===== config.mk =====
export PLATFORM = sky130hd
export DESIGN_NAME = uart_tx_param
export DESIGN_NICKNAME = d
export VERILOG_FILES = /design/src/rtl/uart_pkg.sv /design/src/rtl/uart_baud_tick.sv /design/src/rtl/uart_tx_param.sv
export SDC_FILE = /design/constraint.sdc
export NUM_CORES = 1
export LEC_CHECK = 0
export CAP_MARGIN = 5
export CORE_AREA = 2 2 62 64
export CTS_BUF_LIST = sky130_fd_sc_hd__clkbuf_8 sky130_fd_sc_hd__clkbuf_16
export DETAILED_ROUTE_END_ITERATION = 8
export DIE_AREA = 0 0 64 66
export GPL_ROUTABILITY_DRIVEN = 0
export GPL_TIMING_DRIVEN = 0
export SYNTH_ARGS = -nofsm -noshare
export SYNTH_HDL_FRONTEND = slang
export SYNTH_SLANG_ARGS = --single-unit

===== constraint.sdc =====
create_clock -name CLOCK_50 -period 2.3 [get_ports CLOCK_50]
set_input_delay 0.575 -clock CLOCK_50 [delete_from_list [all_inputs] [get_ports CLOCK_50]]
set_output_delay 0.575 -clock CLOCK_50 [all_outputs]
set_load 0.01 [all_outputs]

===== src/rtl/uart_pkg.sv =====
// Shared UART definitions: frame state encoding, baud constant and
// frame helper functions.
package uart_pkg;

   typedef enum logic [2:0] {
      IDLE   = 3'd0,
      START  = 3'd1,
      DATA   = 3'd2,
      PARITY = 3'd3,
      STOP   = 3'd4
   } uart_state_e;

   localparam int UART_CLKS_460800 = 109;

   function automatic int frame_len(input int data_bits, input int parity_en, input int stop_bits);
      return 1 + data_bits + parity_en + stop_bits;
   endfunction

   // Zero padding above the word does not change the XOR result.
   function automatic logic parity9(input logic [8:0] d, input logic odd);
      return (^d) ^ odd;
   endfunction

endpackage


===== src/rtl/uart_baud_tick.sv =====
// Bit-period timer: counts 0..CLKS_PER_BIT-1 while enabled and flags the
// last cycle of each bit. Shared between the UART transmitter and receiver.
module uart_baud_tick #(
   parameter int CLKS_PER_BIT = 109
) (
   input  logic clk,
   input  logic rst,
   input  logic clear,
   input  logic enable,
   output logic bit_end
);

   localparam int CW = (CLKS_PER_BIT > 1) ? $clog2(CLKS_PER_BIT) : 1;
   localparam logic [CW-1:0] LAST_CNT = CW'(CLKS_PER_BIT - 1);
   localparam logic [CW-1:0] ONE      = CW'(1'b1);

   logic [CW-1:0] cnt_r;

   assign bit_end = enable && (cnt_r == LAST_CNT);

   // Baud counter, restarted on clear and at every bit boundary.
   always_ff @(posedge clk or posedge rst) begin
      if (rst) begin
         cnt_r <= {CW{1'b0}};
      end else if (clear || !enable || (cnt_r == LAST_CNT)) begin
         cnt_r <= {CW{1'b0}};
      end else begin
         cnt_r <= cnt_r + ONE;
      end
   end

endmodule


===== src/rtl/uart_tx_param.sv =====
// Parametrised UART transmitter: start bit, DATA_BITS data bits LSB first,
// optional parity and one or two stop bits, fed by a valid/ready handshake.
module uart_tx_param
   import uart_pkg::*;
#(
   parameter int CLKS_PER_BIT = UART_CLKS_460800,
   parameter int DATA_BITS    = 8,
   parameter int PARITY_EN    = 0,
   parameter int PARITY_ODD   = 0,
   parameter int STOP_BITS    = 1
) (
   input  logic                 CLOCK_50,
   input  logic                 Reset,
   input  logic [DATA_BITS-1:0] Tx_Data,
   input  logic                 Tx_Valid,
   output logic                 Tx_Ready,
   output logic                 Serial_Data,
   output logic                 Busy
);

   if (CLKS_PER_BIT < 2 || DATA_BITS < 5 || DATA_BITS > 9 ||
       PARITY_EN < 0 || PARITY_EN > 1 || PARITY_ODD < 0 || PARITY_ODD > 1 ||
       STOP_BITS < 1 || STOP_BITS > 2) begin : g_param_err
      $error("uart_tx_param: illegal parameter combination");
   end

   localparam int BW = $clog2(DATA_BITS + 1);
   localparam logic [BW-1:0] LAST_BIT  = BW'(DATA_BITS - 1);
   localparam logic [BW-1:0] BIT_ONE   = BW'(1'b1);
   localparam logic          LAST_STOP = 1'(STOP_BITS - 1);

   uart_state_e          state_r, state_s;
   logic [DATA_BITS-1:0] shreg_r, shreg_s;
   logic                 par_r, par_s;
   logic [BW-1:0]        bit_cnt_r, bit_cnt_s;
   logic                 stop_cnt_r, stop_cnt_s;
   logic                 serial_r, serial_s;
   logic                 ready_r, busy_r;
   logic                 handshake_s, bit_end_s;

   assign handshake_s = Tx_Valid && ready_r;
   assign Tx_Ready    = ready_r;
   assign Serial_Data = serial_r;
   assign Busy        = busy_r;

   uart_baud_tick #(.CLKS_PER_BIT(CLKS_PER_BIT)) u_baud (
      .clk     (CLOCK_50),
      .rst     (Reset),
      .clear   (handshake_s),
      .enable  (state_r != IDLE),
      .bit_end (bit_end_s)
   );

   // Next-state, shift register, counters and the line level for the next cycle.
   always_comb begin
      state_s    = state_r;
      shreg_s    = shreg_r;
      par_s      = par_r;
      bit_cnt_s  = bit_cnt_r;
      stop_cnt_s = stop_cnt_r;
      case (state_r)
         IDLE: begin
            if (handshake_s) begin
               shreg_s    = Tx_Data;
               par_s      = parity9(9'(Tx_Data), PARITY_ODD != 0);
               bit_cnt_s  = {BW{1'b0}};
               stop_cnt_s = 1'b0;
               state_s    = START;
            end else begin
               state_s = IDLE;
            end
         end
         START: begin
            if (bit_end_s) state_s = DATA;
            else           state_s = START;
         end
         DATA: begin
            if (bit_end_s) begin
               shreg_s = {1'b0, shreg_r[DATA_BITS-1:1]};
               if (bit_cnt_r == LAST_BIT) begin
                  bit_cnt_s = {BW{1'b0}};
                  state_s   = (PARITY_EN != 0) ? PARITY : STOP;
               end else begin
                  bit_cnt_s = bit_cnt_r + BIT_ONE;
               end
            end else begin
               state_s = DATA;
            end
         end
         PARITY: begin
            if (bit_end_s) state_s = STOP;
            else           state_s = PARITY;
         end
         STOP: begin
            if (bit_end_s) begin
               if (stop_cnt_r == LAST_STOP) begin
                  stop_cnt_s = 1'b0;
                  state_s    = IDLE;
               end else begin
                  stop_cnt_s = stop_cnt_r + 1'b1;
               end
            end else begin
               state_s = STOP;
            end
         end
         default: begin
            state_s    = IDLE;
            bit_cnt_s  = {BW{1'b0}};
            stop_cnt_s = 1'b0;
         end
      endcase

      // Line level follows the state being entered so the output can be registered.
      case (state_s)
         IDLE:    serial_s = 1'b1;
         START:   serial_s = 1'b0;
         DATA:    serial_s = shreg_s[0];
         PARITY:  serial_s = par_s;
         STOP:    serial_s = 1'b1;
         default: serial_s = 1'b1;
      endcase
   end

   // State and datapath registers; outputs registered from the next state.
   always_ff @(posedge CLOCK_50 or posedge Reset) begin
      if (Reset) begin
         state_r    <= IDLE;
         shreg_r    <= {DATA_BITS{1'b0}};
         par_r      <= 1'b0;
         bit_cnt_r  <= {BW{1'b0}};
         stop_cnt_r <= 1'b0;
         serial_r   <= 1'b1;
         ready_r    <= 1'b1;
         busy_r     <= 1'b0;
      end else begin
         state_r    <= state_s;
         shreg_r    <= shreg_s;
         par_r      <= par_s;
         bit_cnt_r  <= bit_cnt_s;
         stop_cnt_r <= stop_cnt_s;
         serial_r   <= serial_s;
         ready_r    <= (state_s == IDLE);
         busy_r     <= (state_s != IDLE);
      end
   end

endmodule


* After elaboration in Yosys (flattened, before gate mapping) *
Cells that the tools add are included.

cells by class
  $add $sub $neg = 3
  reductions and logical operators = 16
  bitwise operators = 2
  equality and inequality tests = 12
  mux-type cells = 23

operator list
  kind                                                  number
  2-to-1 mux 8 bit                                      2
  one-hot mux 8 bit (2 select lines)                    1
  2-to-1 mux 3 bit                                      5
  one-hot mux 3 bit (5 select lines)                    1
  equality test 3 x 2 -> 1 bit (second input constant)  4
  2-to-1 mux 4 bit                                      3
  one-hot mux 4 bit (3 select lines)                    1
  AND reduction 3 bit                                   3
  parity 9 bit                                          1
  adder 7 x 1 -> 7 bit (second input constant)          1
  equality test 7 bit (second input constant)           1
  2-to-1 mux 7 bit                                      1
  equality test 3 x 1 -> 1 bit (second input constant)  2
  zero test 3 bit                                       2
  2-to-1 mux 1 bit                                      6
  one-hot mux 1 bit (3 select lines)                    2
  nonzero test 3 bit                                    2
  OR reduction 3 bit                                    2
  adder 4 x 1 -> 4 bit (second input constant)          1
  equality test 4 x 3 -> 1 bit (second input constant)  1
  inequality test 2 bit (second input constant)         2
  equality test 3 bit (second input constant)           1
  logical AND 1 bit                                     2
  logical OR 1 bit                                      2
  other kinds (6)                                       7

word-level totals
  flip-flop bits (word level) = 27
  output and inout bits = 3
  input port bits = 11

* Logic depth before layout (Yosys ltp) *
  depth after elaboration = 6
  mapped depth = 7
  gate-level depth less buffers = 7

* Hierarchy *
A second synthesis with hierarchy kept.

unflattened totals
  cell total of the unflattened synthesis = 144
  area total of the unflattened synthesis = 1,418.9 µm²

modules (own cells, without submodules)
  module          cells an instance  times used  area each (µm²)
  uart_tx_param   104                1           1,044.8
  uart_baud_tick  40                 1           374.1

* Worst setup path after synthesis *
Ideal clock, no wire load.

  path kind = register to register
  start = reg u_baud.cnt_r[0]
  end = reg busy_r, in the netlist Busy
  stages on the path, launching flop included = 7
  required time = 2.165 ns
  slack = 0.523 ns
  clock period less this slack = 1.777 ns
  arrival = 1.641 ns
  path buffers = 0
  cell sequence = dfrtp_1 -> inv_1 -> ha_1 -> nand4b_4 -> a211o_1 -> a32o_2 -> or3_4

between the ends
  cells in the longest elaborated chain, start to end = 5
  elaborated cells on any way between the ends = 8
  those cells by class = 1 x eq/ne; 5 x mux; 2 x reduce/logical

RTL lines
  element                                         line                  text
  start: declaration                              uart_baud_tick.sv:17  logic [CW-1:0] cnt_r;
  start signal: assignment                        uart_baud_tick.sv:24  cnt_r <= {CW{1'b0}};
  start signal: assignment                        uart_baud_tick.sv:26  cnt_r <= {CW{1'b0}};
  start signal: assignment                        uart_baud_tick.sv:28  cnt_r <= cnt_r + ONE;
  equality test 7 bit *                           uart_baud_tick.sv:19  assign bit_end = enable && (cnt_r == LAST_CNT);
  logical AND 1 bit *                             uart_baud_tick.sv:19
  2-to-1 mux 3 bit, or another cell as far along  uart_tx_param.sv:95   if (bit_end_s) begin
  one-hot mux 3 bit (5 select lines) *            uart_tx_param.sv:61   case (state_r)
  via state_s[1]                                  uart_tx_param.sv:32   uart_state_e state_r, state_s;
  nonzero test 3 bit *                            uart_tx_param.sv:143  busy_r <= (state_s != IDLE);
  end signal: assignment                          uart_tx_param.sv:143
  end: declaration                                uart_tx_param.sv:38   logic ready_r, busy_r;

The timed path passes the listed nets; every way through them passes the cells marked *.
A chain may end at the register's enable or synchronous reset.

* Worst setup path in the final report *
  start = reg ready_r, in the netlist Tx_Ready
  end = out Tx_Ready

RTL lines
  element                   line                  text
  start: declaration        uart_tx_param.sv:38
  start signal: assignment  uart_tx_param.sv:142  ready_r <= (state_s == IDLE);
  end: declaration          uart_tx_param.sv:16   output logic Tx_Ready,

No word-level cell between the ends.

==> flow_metrics.env <==
export IMPL_run_status="completed"
export IMPL_num_vias=954
export IMPL_setup_tns_final_ps=0
export IMPL_p_total_uw=805
export IMPL_min_delay_endpoint="u_baud.cnt_r[0]"
export IMPL_postSynthCellCount=122
export IMPL_numPlacedInstances=183
export IMPL_final_net_count=154
export IMPL_wirelength_um=2410
export IMPL_timing_critical_path_fanout_max=4
export IMPL_async_reset_ff_share_pct=100
export IMPL_count_of_endpoints_failing_hold_in_the_final_timing_report=0
export IMPL_antennaDiodeCount=0
export IMPL_fp_dieW_um=64
export IMPL_part_of_the_cycle_the_worst_path_needs_pct=84.6
export IMPL_finish_instance_area_sq_um=1530
export IMPL_grt_ovfl_total=0
export IMPL_regToRegEndpoint="Busy"
export IMPL_core_region_area_sq_um=3550
export IMPL_clock_root_buffer="sky130_fd_sc_hd__clkbuf_8"
export IMPL_ir_worst_vdd_v=0.000316
export IMPL_drv_cap=0
export IMPL_rr_startpoint="u_baud.cnt_r[0]"
export IMPL_detail_route_wl_per_cell_um=12.9
export IMPL_met3_capacity_usage_during_global_routing_pct=2.21
export IMPL_synth_ff_type="sky130_fd_sc_hd__dfrtp_1"
export IMPL_path_clk_slew_ps=90
export IMPL_ioPinCount=14
export IMPL_relSlewSlack_pct=33.5
export IMPL_synth_area_leader_cell="sky130_fd_sc_hd__dfrtp_1"
export IMPL_final_max_slew_viol_count=0
export IMPL_endpoint_kind="primary output"
export IMPL_antenna_left=0
export IMPL_largest_net_degree_at_the_start_of_global_routing=27
export IMPL_min_delay_path_depth=1
export IMPL_cts_sinks=26
export IMPL_place_area_sq_um=1470
export IMPL_start_kind="register"
export IMPL_post_cts_repair_setup_buffers=0
export IMPL_groute_layer_met1_usage_pct=16.7
export IMPL_final_min_clock_period_ps=1950
export IMPL_tightestPinTransition_ps=996
export IMPL_rsz0062_at_grt="no"
export IMPL_fmax_ghz=0.514
export IMPL_buffer_ports_inserted=13
export IMPL_yosys_top_cells_area="sky130_fd_sc_hd__dfrtp_1, sky130_fd_sc_hd__xnor2_1, sky130_fd_sc_hd__a222oi_1"
export IMPL_crit_type="register to primary output"
export IMPL_slowest_stage="sky130_fd_sc_hd__dfstp_2"
export IMPL_initial_antenna_violation_count=0
export IMPL_worst_r2r_setup_slack_ps=400
export IMPL_insertion_delay_ps=270
export IMPL_cts_buffer_count=3
export IMPL_height_of_the_chip_um=66
export IMPL_hpwlAfterDp_um=1800
export IMPL_detail_route_first_pass_iterations=6
export IMPL_yosys_register_bits=26
export IMPL_initial_utilization_pct=36.1
export IMPL_timing_critical_path_slowest_cell_delay_ps=570
export IMPL_synth_edf_count=0
export IMPL_drt_vias_per_instance=5.10
export IMPL_ctsHtreeMaxLevel=1
export IMPL_finClkSkew_ps=5.60
export IMPL_netlist_area_leader_share_pct=46.9
export IMPL_cp_arrival_ps=1370
export IMPL_cts_tree="done"
export IMPL_postSynthNetCount=136
export IMPL_buf_inv_stages_crit_path=1
export IMPL_cpLargestDelayFamily="flip-flops"
export IMPL_grtUsageMet2_pct=22.4
export IMPL_gr_usage_all_layers_pct=13.3
export IMPL_synth_area_sq_um=1280
export IMPL_final_layout_size_suffix_gt1_share_pct=10.1
export IMPL_yosysSeqAreaShare_pct=51.0
export IMPL_synth_lib_cells_used_distinct=35
export IMPL_floorplan_die_area_sq_um=4220
export IMPL_leakagePower_uw=0.000691
export IMPL_setup_viol=0
export IMPL_post_cts_hold_buffer_count=0
export IMPL_grt_first_pass_wirelength_um=4460
export IMPL_via_count_of_the_first_global_routing_pass=1025
export IMPL_hp_start="u_baud.cnt_r[0]"
export IMPL_critical_path_required_ps=1730
export IMPL_cellPowerDensity_nw_per_um2=527
export IMPL_hp_class="register to register"
export IMPL_areaGrowthSynthToFinish_pct=19.1
export IMPL_drt_drc_violations_left=0
export IMPL_detail_route_iter0_violations=33
export IMPL_std_cell_rows=22
export IMPL_fillerInstances=355
export IMPL_worst_r2r_cell_count=6
export IMPL_layoutNonFillerInstCount=187
export IMPL_maximum_number_of_buffers_from_clock_root_to_sink=2
export IMPL_worstPathCellList="clkdlybuf4s50_1"
export IMPL_grt_busiest_layer="met2"
export IMPL_yosysWarnings=0
export IMPL_post_cts_resized_instances=0
export IMPL_post_synth_cell_area_avg_sq_um=10.5
power breakdown:
| group | internal [uW] | leakage (uW) | switching [uW] |
|---|---|---|---|
| clock | 153 | 0.0000288 | 144 |
| sequential | 457 | 0.000315 | 0 |
| combinational | 28.5 | 0.000348 | 22.7 |
| total | 638 | 0.000691 | 167 |
metrics by stage:
step | hold WS (ps) | util [%] | worst slack [ps]
CTS | 480 | 43.0 | 341
global placement | 459 | 41.4 | 112
global route | 513 | 43.0 | 275
finish | 479 | 43.0 | 354
floorplan | 436 | - | 523
detailed placement | 467 | 41.4 | 131
cells in the mapped netlist (2+ instances only):
| cell type | n |
|---|---|
| sky130_fd_sc_hd__o31ai_1 | 5 |
| sky130_fd_sc_hd__nor3_1 | 2 |
| sky130_fd_sc_hd__a21oi_1 | 3 |
| sky130_fd_sc_hd__nand2_1 | 8 |
| sky130_fd_sc_hd__xnor2_1 | 9 |
| sky130_fd_sc_hd__ha_1 | 3 |
| sky130_fd_sc_hd__nand3_1 | 3 |
| sky130_fd_sc_hd__and3_1 | 2 |
| sky130_fd_sc_hd__dfstp_2 | 2 |
| sky130_fd_sc_hd__xor2_1 | 3 |
| sky130_fd_sc_hd__dfrtp_1 | 24 |
| sky130_fd_sc_hd__inv_1 | 15 |
| sky130_fd_sc_hd__a222oi_1 | 6 |
| sky130_fd_sc_hd__nand3b_1 | 2 |
| sky130_fd_sc_hd__a211o_1 | 2 |
| sky130_fd_sc_hd__nor2_1 | 11 |
| sky130_fd_sc_hd__o21ai_0 | 4 |
metal layers:
metal	vias up	share of wire, %
met5	-	0
met4	0	1.3
met3	4	4.1
met2	23	49
met1	464	45
li1	463	-
cell usage in the layout (no fill, tap or decap), types with 4 or more instances in the layout:
cell type and instances:
sky130_fd_sc_hd__dfrtp_1 24, sky130_fd_sc_hd__inv_1 15, sky130_fd_sc_hd__clkdlybuf4s50_1 13, sky130_fd_sc_hd__nor2_1 11, sky130_fd_sc_hd__xnor2_1 9, sky130_fd_sc_hd__nand2_1 8, sky130_fd_sc_hd__a222oi_1 6, sky130_fd_sc_hd__o31ai_1 5
sky130_fd_sc_hd__o21ai_0 4, sky130_fd_sc_hd__clkbuf_8 4
sequential cells by signal (all words and copies together), names as in the netlist:
name          cells
Serial_Data       1
state_r           3
Tx_Ready          1
bit_cnt_r         4
par_r             1
u_baud.cnt_r      7
Busy              1
shreg_r           8
kinds of logic (layout without fill, tap and decap cells):
group | after synthesis | count (layout) | share of synthesized area, %
and+or+nand+nor | 35 | 35 | 15.3
buffers and inverters | 19 | 36 | 5.96
xor gates and xnor gates | 12 | 12 | 8.20
DFF | 26 | 26 | 51.0
adders and majority gates | 3 | 3 | 2.93
AOI/OAI and AO/OA | 27 | 27 | 16.6
worst max-delay path by stage:
stage	start	end	slack, ps	cells past startpoint
2_1_floorplan	u_baud.cnt_r[0]	Busy	520	6
6_report	Tx_Ready	Tx_Ready	350	1
4_1_cts	Tx_Ready	Tx_Ready	340	1
3_3_place_gp	Tx_Valid	Busy	110	5
5_1_grt	u_baud.cnt_r[0]	shreg_r[2]	270	7
3_5_place_dp	Tx_Valid	Busy	130	5
final cells by class:
type	instances	area, sq um	area share [%]
Sequential cell	26	653	42.8
Multi-Input combinational cell	77	552	36.1
Timing Repair Buffer	13	130	8.52
Inverter	16	60.1	3.93
Tap cell	48	60.1	3.93
Clock buffer	4	55.1	3.61
Buffer	3	16.3	1.07
Power figures use the tool's default switching activity.
